$ cat config.mk
export PLATFORM = sky130hd
export DESIGN_NAME = soc_system_instruction_queue_flat
export DESIGN_NICKNAME = d
export VERILOG_FILES = /design/src/rtl/soc_system_instruction_queue_pkg.sv /design/src/rtl/soc_system_instruction_queue_if.sv /design/src/rtl/soc_system_instruction_queue_fifo.sv /design/src/rtl/soc_system_instruction_queue.sv /design/src/flat_wrapper.sv
export SDC_FILE = /design/constraint.sdc
export NUM_CORES = 1
export LEC_CHECK = 0
export CAP_MARGIN = 20
export CELL_PAD_IN_SITES_DETAIL_PLACEMENT = 0
export CELL_PAD_IN_SITES_GLOBAL_PLACEMENT = 1
export CORE_MARGIN = 1
export CORE_UTILIZATION = 41
export DETAILED_ROUTE_END_ITERATION = 10
export GPL_ROUTABILITY_DRIVEN = 1
export PLACE_DENSITY_LB_ADDON = 0.1
export SLEW_MARGIN = 20
export SYNTH_ARGS = -nofsm -noshare
export SYNTH_HDL_FRONTEND = slang
export SYNTH_SLANG_ARGS = --single-unit
$ cat constraint.sdc
create_clock -name clk -period 2.62 [get_ports clk]
set_clock_uncertainty 0.15 [all_clocks]
set_input_delay 0.786 -clock clk [delete_from_list [all_inputs] [get_ports clk]]
set_output_delay 0.786 -clock clk [all_outputs]
set_load 0.02 [all_outputs]
$ cat src/rtl/soc_system_instruction_queue_pkg.sv
`default_nettype none
// ============================================================================
// Package  : soc_instr_queue_pkg
// Brief    : Register map and bit positions shared by the instruction queue
//            slave and its FIFO.
// Revision : 1.0 - initial release
// ============================================================================
package soc_instr_queue_pkg;

  // Avalon-MM register addresses
  localparam logic [1:0] ADDR_DATA    = 2'd0;
  localparam logic [1:0] ADDR_STATUS  = 2'd1;
  localparam logic [1:0] ADDR_CONTROL = 2'd2;
  localparam logic [1:0] ADDR_ISSUED  = 2'd3;

  // STATUS bit positions (level occupies the low LVL_W bits)
  localparam int STAT_EMPTY_BIT = 16;
  localparam int STAT_FULL_BIT  = 17;
  localparam int STAT_OVF_BIT   = 18;

  // CONTROL bit positions
  localparam int CTRL_EN_BIT    = 0;
  localparam int CTRL_FLUSH_BIT = 1;
  localparam int CTRL_IRQM_BIT  = 2;

  // Level width for a FIFO of the given depth: index bits plus one
  function automatic int lvl_width(input int depth);
    return $clog2(depth) + 1;
  endfunction

endpackage : soc_instr_queue_pkg
`default_nettype wire

$ cat src/rtl/soc_system_instruction_queue_if.sv
`default_nettype none
// ============================================================================
// Interface : soc_instr_queue_if
// Brief     : Avalon-MM slave bus plus the instruction valid/ready stream.
//             'slave' is the queue side, 'master' is the HPS/fabric side.
// Revision  : 1.0 - initial release
// ============================================================================
interface soc_instr_queue_if #(
  parameter int DATA_W = 11
);
  logic [1:0]        address;
  logic              chipselect;
  logic              write_n;
  logic [31:0]       writedata;
  logic [31:0]       readdata;
  logic [DATA_W-1:0] out_data;
  logic              out_valid;
  logic              out_ready;

  modport slave (
    input  address, chipselect, write_n, writedata, out_ready,
    output readdata, out_data, out_valid
  );

  modport master (
    output address, chipselect, write_n, writedata, out_ready,
    input  readdata, out_data, out_valid
  );
endinterface : soc_instr_queue_if
`default_nettype wire

$ cat src/rtl/soc_system_instruction_queue_fifo.sv
`default_nettype none
// ============================================================================
// Module   : soc_instr_sync_fifo
// Brief    : Single-clock show-ahead FIFO with flush. Head reads 0 when
//            empty. Pointers wrap naturally; full is level == DEPTH.
// Revision : 1.0 - initial release
// ============================================================================
module soc_instr_sync_fifo
  import soc_instr_queue_pkg::*;
#(
  parameter int DATA_W = 11,
  parameter int DEPTH  = 8,
  localparam int PTR_W = $clog2(DEPTH),
  localparam int LVL_W = lvl_width(DEPTH)
) (
  input  wire logic              clk,
  input  wire logic              reset_n,
  input  wire logic              i_push,
  input  wire logic [DATA_W-1:0] i_push_data,
  input  wire logic              i_pop,
  input  wire logic              i_flush,
  output logic [DATA_W-1:0]      o_head,
  output logic [LVL_W-1:0]       o_level,
  output logic                   o_full,
  output logic                   o_empty,
  output logic                   o_empty_nxt
);

  logic [DATA_W-1:0] r_mem [DEPTH];
  logic [PTR_W-1:0]  r_wptr;
  logic [PTR_W-1:0]  r_rptr;
  logic [LVL_W-1:0]  r_level;

  logic              w_full;
  logic              w_empty;
  logic              w_push_ok;
  logic              w_pop_ok;
  logic [LVL_W-1:0]  w_level_nxt;

  assign w_full    = (r_level == LVL_W'(DEPTH));
  assign w_empty   = (r_level == '0);
  // A push while full is dropped even if a pop frees a slot this cycle
  assign w_push_ok = i_push & ~w_full & ~i_flush;
  assign w_pop_ok  = i_pop & ~w_empty & ~i_flush;

  // Next occupancy; flush overrides any concurrent traffic
  always_comb begin
    w_level_nxt = r_level + LVL_W'(w_push_ok) - LVL_W'(w_pop_ok);
    if (i_flush) begin
      w_level_nxt = '0;
    end
  end

  // Storage array write port
  always_ff @(posedge clk or negedge reset_n) begin
    if (!reset_n) begin
      for (int i = 0; i < DEPTH; i++) begin
        r_mem[i] <= '0;
      end
    end else if (w_push_ok) begin
      r_mem[r_wptr] <= i_push_data;
    end
  end

  // Pointers and level; flush returns both pointers to 0
  always_ff @(posedge clk or negedge reset_n) begin
    if (!reset_n) begin
      r_wptr  <= '0;
      r_rptr  <= '0;
      r_level <= '0;
    end else begin
      r_level <= w_level_nxt;
      if (i_flush) begin
        r_wptr <= '0;
        r_rptr <= '0;
      end else begin
        if (w_push_ok) r_wptr <= r_wptr + PTR_W'(1);
        if (w_pop_ok)  r_rptr <= r_rptr + PTR_W'(1);
      end
    end
  end

  assign o_head      = w_empty ? '0 : r_mem[r_rptr];
  assign o_level     = r_level;
  assign o_full      = w_full;
  assign o_empty     = w_empty;
  assign o_empty_nxt = (w_level_nxt == '0);

endmodule : soc_instr_sync_fifo
`default_nettype wire

$ cat src/rtl/soc_system_instruction_queue.sv
`default_nettype none
// ============================================================================
// Module   : soc_system_instruction_queue
// Brief    : Avalon-MM instruction queue. HPS writes words into a FIFO that
//            issues them over valid/ready; STATUS/CONTROL/ISSUED are readable.
//            Optional build macro SOC_INSTR_QUEUE_IRQ_EN adds the irq output
//            and the CONTROL irq_mask bit.
// Revision : 1.0 - initial release
// ============================================================================
module soc_system_instruction_queue
  import soc_instr_queue_pkg::*;
#(
  parameter int DATA_W = 11,
  parameter int DEPTH  = 8,
  parameter int CNT_W  = 16
) (
  input  wire logic          clk,
  input  wire logic          reset_n,
  soc_instr_queue_if.slave   bus
`ifdef SOC_INSTR_QUEUE_IRQ_EN
  ,
  output logic               irq
`endif
);

  localparam int LVL_W = lvl_width(DEPTH);

  logic              w_wr;
  logic              w_push;
  logic              w_flush;
  logic              w_pop;
  logic              w_ovf_clr;
  logic              w_cnt_clr;
  logic              w_ctrl_wr;

  logic [DATA_W-1:0] w_head;
  logic [LVL_W-1:0]  w_level;
  logic              w_full;
  logic              w_empty;
  logic              w_empty_nxt;
  logic [CNT_W-1:0]  w_issued_nxt;
  logic [31:0]       w_rdata;

  logic [DATA_W-1:0] r_last;
  logic              r_enable;
  logic              r_ovf;
  logic [CNT_W-1:0]  r_issued;

  // Bus decode: single address per cycle, so push and flush never coincide
  assign w_wr      = bus.chipselect & ~bus.write_n;
  assign w_push    = w_wr & (bus.address == ADDR_DATA);
  assign w_ctrl_wr = w_wr & (bus.address == ADDR_CONTROL);
  assign w_flush   = w_ctrl_wr & bus.writedata[CTRL_FLUSH_BIT];
  assign w_ovf_clr = w_wr & (bus.address == ADDR_STATUS) & bus.writedata[STAT_OVF_BIT];
  assign w_cnt_clr = w_wr & (bus.address == ADDR_ISSUED);
  assign w_pop     = bus.out_valid & bus.out_ready & ~w_flush;

  soc_instr_sync_fifo #(
    .DATA_W (DATA_W),
    .DEPTH  (DEPTH)
  ) u_fifo (
    .clk         (clk),
    .reset_n     (reset_n),
    .i_push      (w_push),
    .i_push_data (bus.writedata[DATA_W-1:0]),
    .i_pop       (w_pop),
    .i_flush     (w_flush),
    .o_head      (w_head),
    .o_level     (w_level),
    .o_full      (w_full),
    .o_empty     (w_empty),
    .o_empty_nxt (w_empty_nxt)
  );

  assign bus.out_valid = r_enable & ~w_empty;
  assign bus.out_data  = w_head;

  // Counter clear beats a coincident pop
  assign w_issued_nxt = w_cnt_clr ? '0 :
                        w_pop     ? r_issued + CNT_W'(1) : r_issued;

  // Control/status registers: last accepted word, enable, sticky overflow, count
  always_ff @(posedge clk or negedge reset_n) begin
    if (!reset_n) begin
      r_last   <= '0;
      r_enable <= 1'b1;
      r_ovf    <= 1'b0;
      r_issued <= '0;
    end else begin
      r_issued <= w_issued_nxt;
      if (w_push && !w_full) begin
        r_last <= bus.writedata[DATA_W-1:0];
      end
      if (w_ctrl_wr) begin
        r_enable <= bus.writedata[CTRL_EN_BIT];
      end
      if (w_push && w_full) begin
        r_ovf <= 1'b1;
      end else if (w_ovf_clr) begin
        r_ovf <= 1'b0;
      end
    end
  end

`ifdef SOC_INSTR_QUEUE_IRQ_EN
  logic r_irq_mask;
  logic r_irq;
  logic w_mask_nxt;
  logic w_unused;

  assign w_mask_nxt = w_ctrl_wr ? bus.writedata[CTRL_IRQM_BIT] : r_irq_mask;

  // Drain interrupt evaluated on next-state values so it rises with the
  // emptying edge and falls with the next push, count clear or unmask
  always_ff @(posedge clk or negedge reset_n) begin
    if (!reset_n) begin
      r_irq_mask <= 1'b0;
      r_irq      <= 1'b0;
    end else begin
      r_irq_mask <= w_mask_nxt;
      r_irq      <= w_mask_nxt & w_empty_nxt & (w_issued_nxt != '0);
    end
  end

  assign irq      = r_irq;
  assign w_unused = ^bus.writedata;
`else
  logic r_irq_mask;
  logic w_unused;

  assign r_irq_mask = 1'b0;
  assign w_unused   = ^{bus.writedata, w_empty_nxt};
`endif

  // Zero-wait-state read mux; reads have no side effects
  always_comb begin
    w_rdata = '0;
    case (bus.address)
      ADDR_DATA: begin
        w_rdata[DATA_W-1:0] = r_last;
      end
      ADDR_STATUS: begin
        w_rdata[LVL_W-1:0]     = w_level;
        w_rdata[STAT_EMPTY_BIT] = w_empty;
        w_rdata[STAT_FULL_BIT]  = w_full;
        w_rdata[STAT_OVF_BIT]   = r_ovf;
      end
      ADDR_CONTROL: begin
        w_rdata[CTRL_EN_BIT]   = r_enable;
        w_rdata[CTRL_IRQM_BIT] = r_irq_mask;
      end
      default: begin
        w_rdata[CNT_W-1:0] = r_issued;
      end
    endcase
  end

  assign bus.readdata = w_rdata;

endmodule : soc_system_instruction_queue
`default_nettype wire

$ cat src/flat_wrapper.sv
// flat-port wrapper written by rule: the top's interface ports become plain ports
module soc_system_instruction_queue_flat import soc_instr_queue_pkg::*;
#(
  parameter int DATA_W = 11,
  parameter int DEPTH  = 8,
  parameter int CNT_W  = 16
)
  (clk, reset_n, bus_address, bus_chipselect, bus_write_n, bus_writedata, bus_out_ready, bus_readdata, bus_out_data, bus_out_valid);
  soc_instr_queue_if #(.DATA_W(DATA_W)) bus_i ();
  input  wire logic clk;
  input  wire logic reset_n;
  input wire logic [$bits(bus_i.address)-1:0] bus_address;
  input wire logic [$bits(bus_i.chipselect)-1:0] bus_chipselect;
  input wire logic [$bits(bus_i.write_n)-1:0] bus_write_n;
  input wire logic [$bits(bus_i.writedata)-1:0] bus_writedata;
  input wire logic [$bits(bus_i.out_ready)-1:0] bus_out_ready;
  output wire logic [$bits(bus_i.readdata)-1:0] bus_readdata;
  output wire logic [$bits(bus_i.out_data)-1:0] bus_out_data;
  output wire logic [$bits(bus_i.out_valid)-1:0] bus_out_valid;
  assign bus_i.address = bus_address;
  assign bus_i.chipselect = bus_chipselect;
  assign bus_i.write_n = bus_write_n;
  assign bus_i.writedata = bus_writedata;
  assign bus_i.out_ready = bus_out_ready;
  assign bus_readdata = bus_i.readdata;
  assign bus_out_data = bus_i.out_data;
  assign bus_out_valid = bus_i.out_valid;
  soc_system_instruction_queue #(.DATA_W(DATA_W), .DEPTH(DEPTH), .CNT_W(CNT_W)) u_core (.clk(clk), .reset_n(reset_n), .bus(bus_i));
endmodule
==> results.md <==
Timing:
- The number of max-slew violations in the final report is 0.
- After layout, the worst path uses 111% of the clock period.
- In this run the tightest slew margin relative to its limit is 59.6%.
- The final count of negative-setup-slack endpoints is 13.
- For the pin with the worst max-slew slack, the measured transition is 0.602 ns.
- Subtracting the final worst setup slack from the clock period gives 2.91 ns.
- The worst hold slack after final layout is 0.192 ns.
- Timing would allow up to 0.343 GHz.
- The worst setup margin is -0.292 ns.
- Setup repair after global routing could not meet its margin everywhere.
- The final hold violation count is 0.
- The accumulated negative setup slack is -2.86 ns.

Synthesis:
- The share of synthesized area spent on multiplexers is 27.2%.
- The simple-gate share of the synthesized area is 11.6%.
- The synthesized netlist devotes 1.08% of its cell area to XOR and XNOR gates.
- Counting every instance in the synthesized netlist gives 513.
- Yosys printed 0 warnings.
- The main combinational cell family by area after synthesis is multiplexers.
- Counting flops with a built-in enable in the synthesized netlist gives 0.
- In the synthesized netlist the dominant register cell turns out to be sky130_fd_sc_hd__dfrtp_1.
- For this run, the register share of the synthesized area comes to 48.8%.
- The proportion of synthesized flip-flops having asynchronous set or reset is 100%.
- The adder-cell share of the synthesized area is 2.04%.
- Synthesis instantiated 54 different standard cells from the library.
- The synthesized cell area is 6510 um2.
- The number of synthesized register bits is 127.
- The share of the synthesized area in compound gates (AO/OA/AOI/OAI) is 4.13%.
- The synthesized area divided by synthesized cell count is 12.7 um2.

Die:
- The total core area is 15,400 um2.
- The die extent in x is 128 um.
- The floorplan die area is 16,400 um2.
- The number of top-level pins is 83.
- Once the floorplan was initialized, standard cells occupied 42.4% of the core.
- Measured along the y axis, the die boundary spans 128 um.
- The count of standard-cell rows is 45.

Clock tree:
- The count of H-tree levels built during CTS is 4.
- Counting along the longest clock path gives a buffer depth of 2.
- The total CTS buffers is 17.
- Clock latency on the worst-skew pair, taken at its later pin, is 0.41 ns.
- The CTS clock-pin slew for the worst setup and hold paths is 0.05 ns.
- The total number of clock tree sinks is 127.
- The buffer cell driving the clock tree root is sky130_fd_sc_hd__clkbuf_16.
- The count of hold-fix buffers inserted at cts is 0.
- The CTS tree is done.

Cells and area:
- The top cell types in the final layout, fill and taps aside, are sky130_fd_sc_hd__dfrtp_1, sky130_fd_sc_hd__buf_4, sky130_fd_sc_hd__nand2_1.
- The number of nets in the final layout is 672.
- The area overhead of the layout relative to synthesis is 28.9%.
- The number of inserted diodes is 0.
- Of the cells placed in the final design, the portion with a size suffix greater than 1 is 42.8%.
- The most common cell after layout, fill and taps aside is sky130_fd_sc_hd__dfrtp_1.
- Excluding fillers, the count of instances in the completed layout stands at 846.
- At the end of the flow the core is filled with cells to 54.6%.

Worst setup path:
- The slack of the worst reg-to-reg path is 0 ns.
- The worst reg2reg path depth is 12.
- Data arrives at the worst endpoint at 1.98 ns.
- The delay of the slowest critical-path stage is 0.49 ns.
- The cell class contributing the biggest share of worst-path delay is multiplexers.
- The capturing point of the worst reg2reg path is u_core.u_fifo.o_level[1].
- The endpoint type of the worst setup path is an output pin.
- The required time of the critical path is 1.68 ns.
- Along the worst path, the maximum fanout reaches 8.
- Traced cell by cell, the critical path runs through buf_12 > buf_4 > mux4_2 > mux2i_2 > nor2_1 > buf_2.
- Together, buffers and inverters on the worst path number 3.
- The startpoint of the lowest-slack register-to-register path is u_core.u_fifo.o_level[2].
- The setup path with the least slack is of type reg -> out.
- On the critical path, the stage with the largest delay is an instance of sky130_fd_sc_hd__mux4_2.
- The worst setup path is launched from a register.

Global routing:
- Entering global routing, the biggest net connects 61 pins.
- The first-pass GRT wire length is 25,400 um.
- The overall fraction of global-route tracks in use is 20.7%.
- The total global routing overflow is 0.
- The via count of the first global-routing pass is 4,560.
- The number of antenna violations at the first check in global routing is 0.

Place:
- Including well taps, the total number of placed cells is 806.
- The weighted congestion at the end of routability-driven global placement is 0.772.
- The number of buffers inserted by port buffering is 49.
- Summed over all nets, the half-perimeter wirelength after detailed placement is 10,800 um.

Run:
- The number of max-capacitance violations reported is 0.

Routing:
- The via count is 4,354.
- The number of remaining DRC errors is 0.
- The average via count per standard cell is 5.15.
- For this block, the initial DRC count from the detailed router was 202.
- The total iterations of the first detailed-routing run is 4.
- Dividing the detail-routed wire length by the instance count gives 18.4 um.
- The routed wire length is 15,600 um.
- In this run the remaining antenna-violating nets after routing total 0.

Pwr:
- The static leakage is 0.00400 uW.
- The power density normalized to cell area is 951 nW/um2.
- VDD sags by at most 0.602 mV.

Status:
- The final reports fail on negative setup slack.
- The run finished, with violations left.

Min path:
- The class of the tightest hold or removal check is in -> async.
stage by stage:
step	power, uW	worst slack (ns)	instance area (um2)
floorplan	4470	-0.146	6640
global route	8420	-0.412	8390
detailed placement	5650	-0.882	7770
global placement	5590	-0.830	7770
CTS	7980	-0.350	8330
finish	7980	-0.292	8390
state kept, by name, indices dropped and copies added, names as in the netlist:
name,cells
u_core.r_enable,1
u_core.r_issued,16
u_core.r_last,11
u_core.r_ovf,1
u_core.u_fifo.o_level,4
u_core.u_fifo.r_mem,88
u_core.u_fifo.r_rptr,3
u_core.u_fifo.r_wptr,3
timing repair:
action | 4_1_cts | 5_1_grt
gates resized for setup | 143 | 9
setup buffers | 4 | 5
endpoints found under the setup margin | 122 | 25
pin swaps | 8 | 9
gates cloned | 0 | 0
how the worst max path moves through the flow:
stage	start	endpoint	slack (ns)	depth (start not counted)
final	u_core.u_fifo.r_rptr[0]	bus_out_data[1]	-0.29	6
after CTS	u_core.u_fifo.r_rptr[0]	bus_out_data[4]	-0.35	6
after global routing	u_core.u_fifo.r_rptr[0]	bus_out_data[6]	-0.41	6
after global placement	bus_address[0]	bus_readdata[4]	-0.83	4
after detailed placement	bus_address[0]	bus_readdata[8]	-0.88	4
after floorplan	bus_chipselect	u_core.u_fifo.o_level[1]	-0.15	11
where the power goes:
group          internal [uW]  switching (uW)  leakage, uW  total (uW)
registers               2440             367      0.00169        2810
logic                   1570            1260      0.00202        2830
clock network           1520             825     0.000286        2340
cells by family (layout without fill, tap and decap cells):
family,count (synthesis),after routing
muxes,126,126
xor gates and xnor gates,8,8
buffers and inverters,55,165
DFF,127,127
and+or+nand+nor,146,146
AOI/OAI and AO/OA,40,40
adders and majority gates,10,10
other,1,13
layout make-up:
class	count	area (um2)
Sequential cell	127	3180
Fill cell	1344	6980
Inverter	10	42.5
Multi-Input combinational cell	343	3210
Clock buffer	26	509
Clock inverter	5	77.6
Tap cell	211	264
Timing Repair Buffer	124	1110
metal layers:
| layer | GRT usage (%) | up-vias | part of all wire, % |
|---|---|---|---|
| met2 | 32.3 | 57 | 48 |
| met1 | 29.5 | 2259 | 49 |
| li1 | - | 2031 | - |
| met4 | 5.12 | 0 | 0.57 |
| met5 | 0 | - | 0 |
| met3 | 4.42 | 7 | 2.6 |
Yosys cell counts (all sizes together) (2+ instances only):
cell type	instances	share of area, %
a211oi	2	0.23
a21oi	8	0.61
a22o	10	1.3
and2	7	0.67
and3	8	0.77
and4	2	0.27
buf	31	3.6
clkbuf	14	0.81
dfrtp	126	48
ha	9	1.7
inv	10	0.65
mux2	88	17
mux2i	15	2.3
mux4	23	8.0
nand2	58	3.3
nand2b	4	0.38
nand3	12	0.92
nand4	3	0.29
nand4b	2	0.27
nor2	30	1.8
nor3b	2	0.23
nor4	2	0.42
nor4b	2	0.46
o2111ai	2	0.27
o21ai	11	0.85
o31ai	2	0.23
or3	3	0.29
or3b	2	0.27
or4	4	0.46
xnor2	5	0.67
xor2	3	0.40
Power figures use the tool's default switching activity.
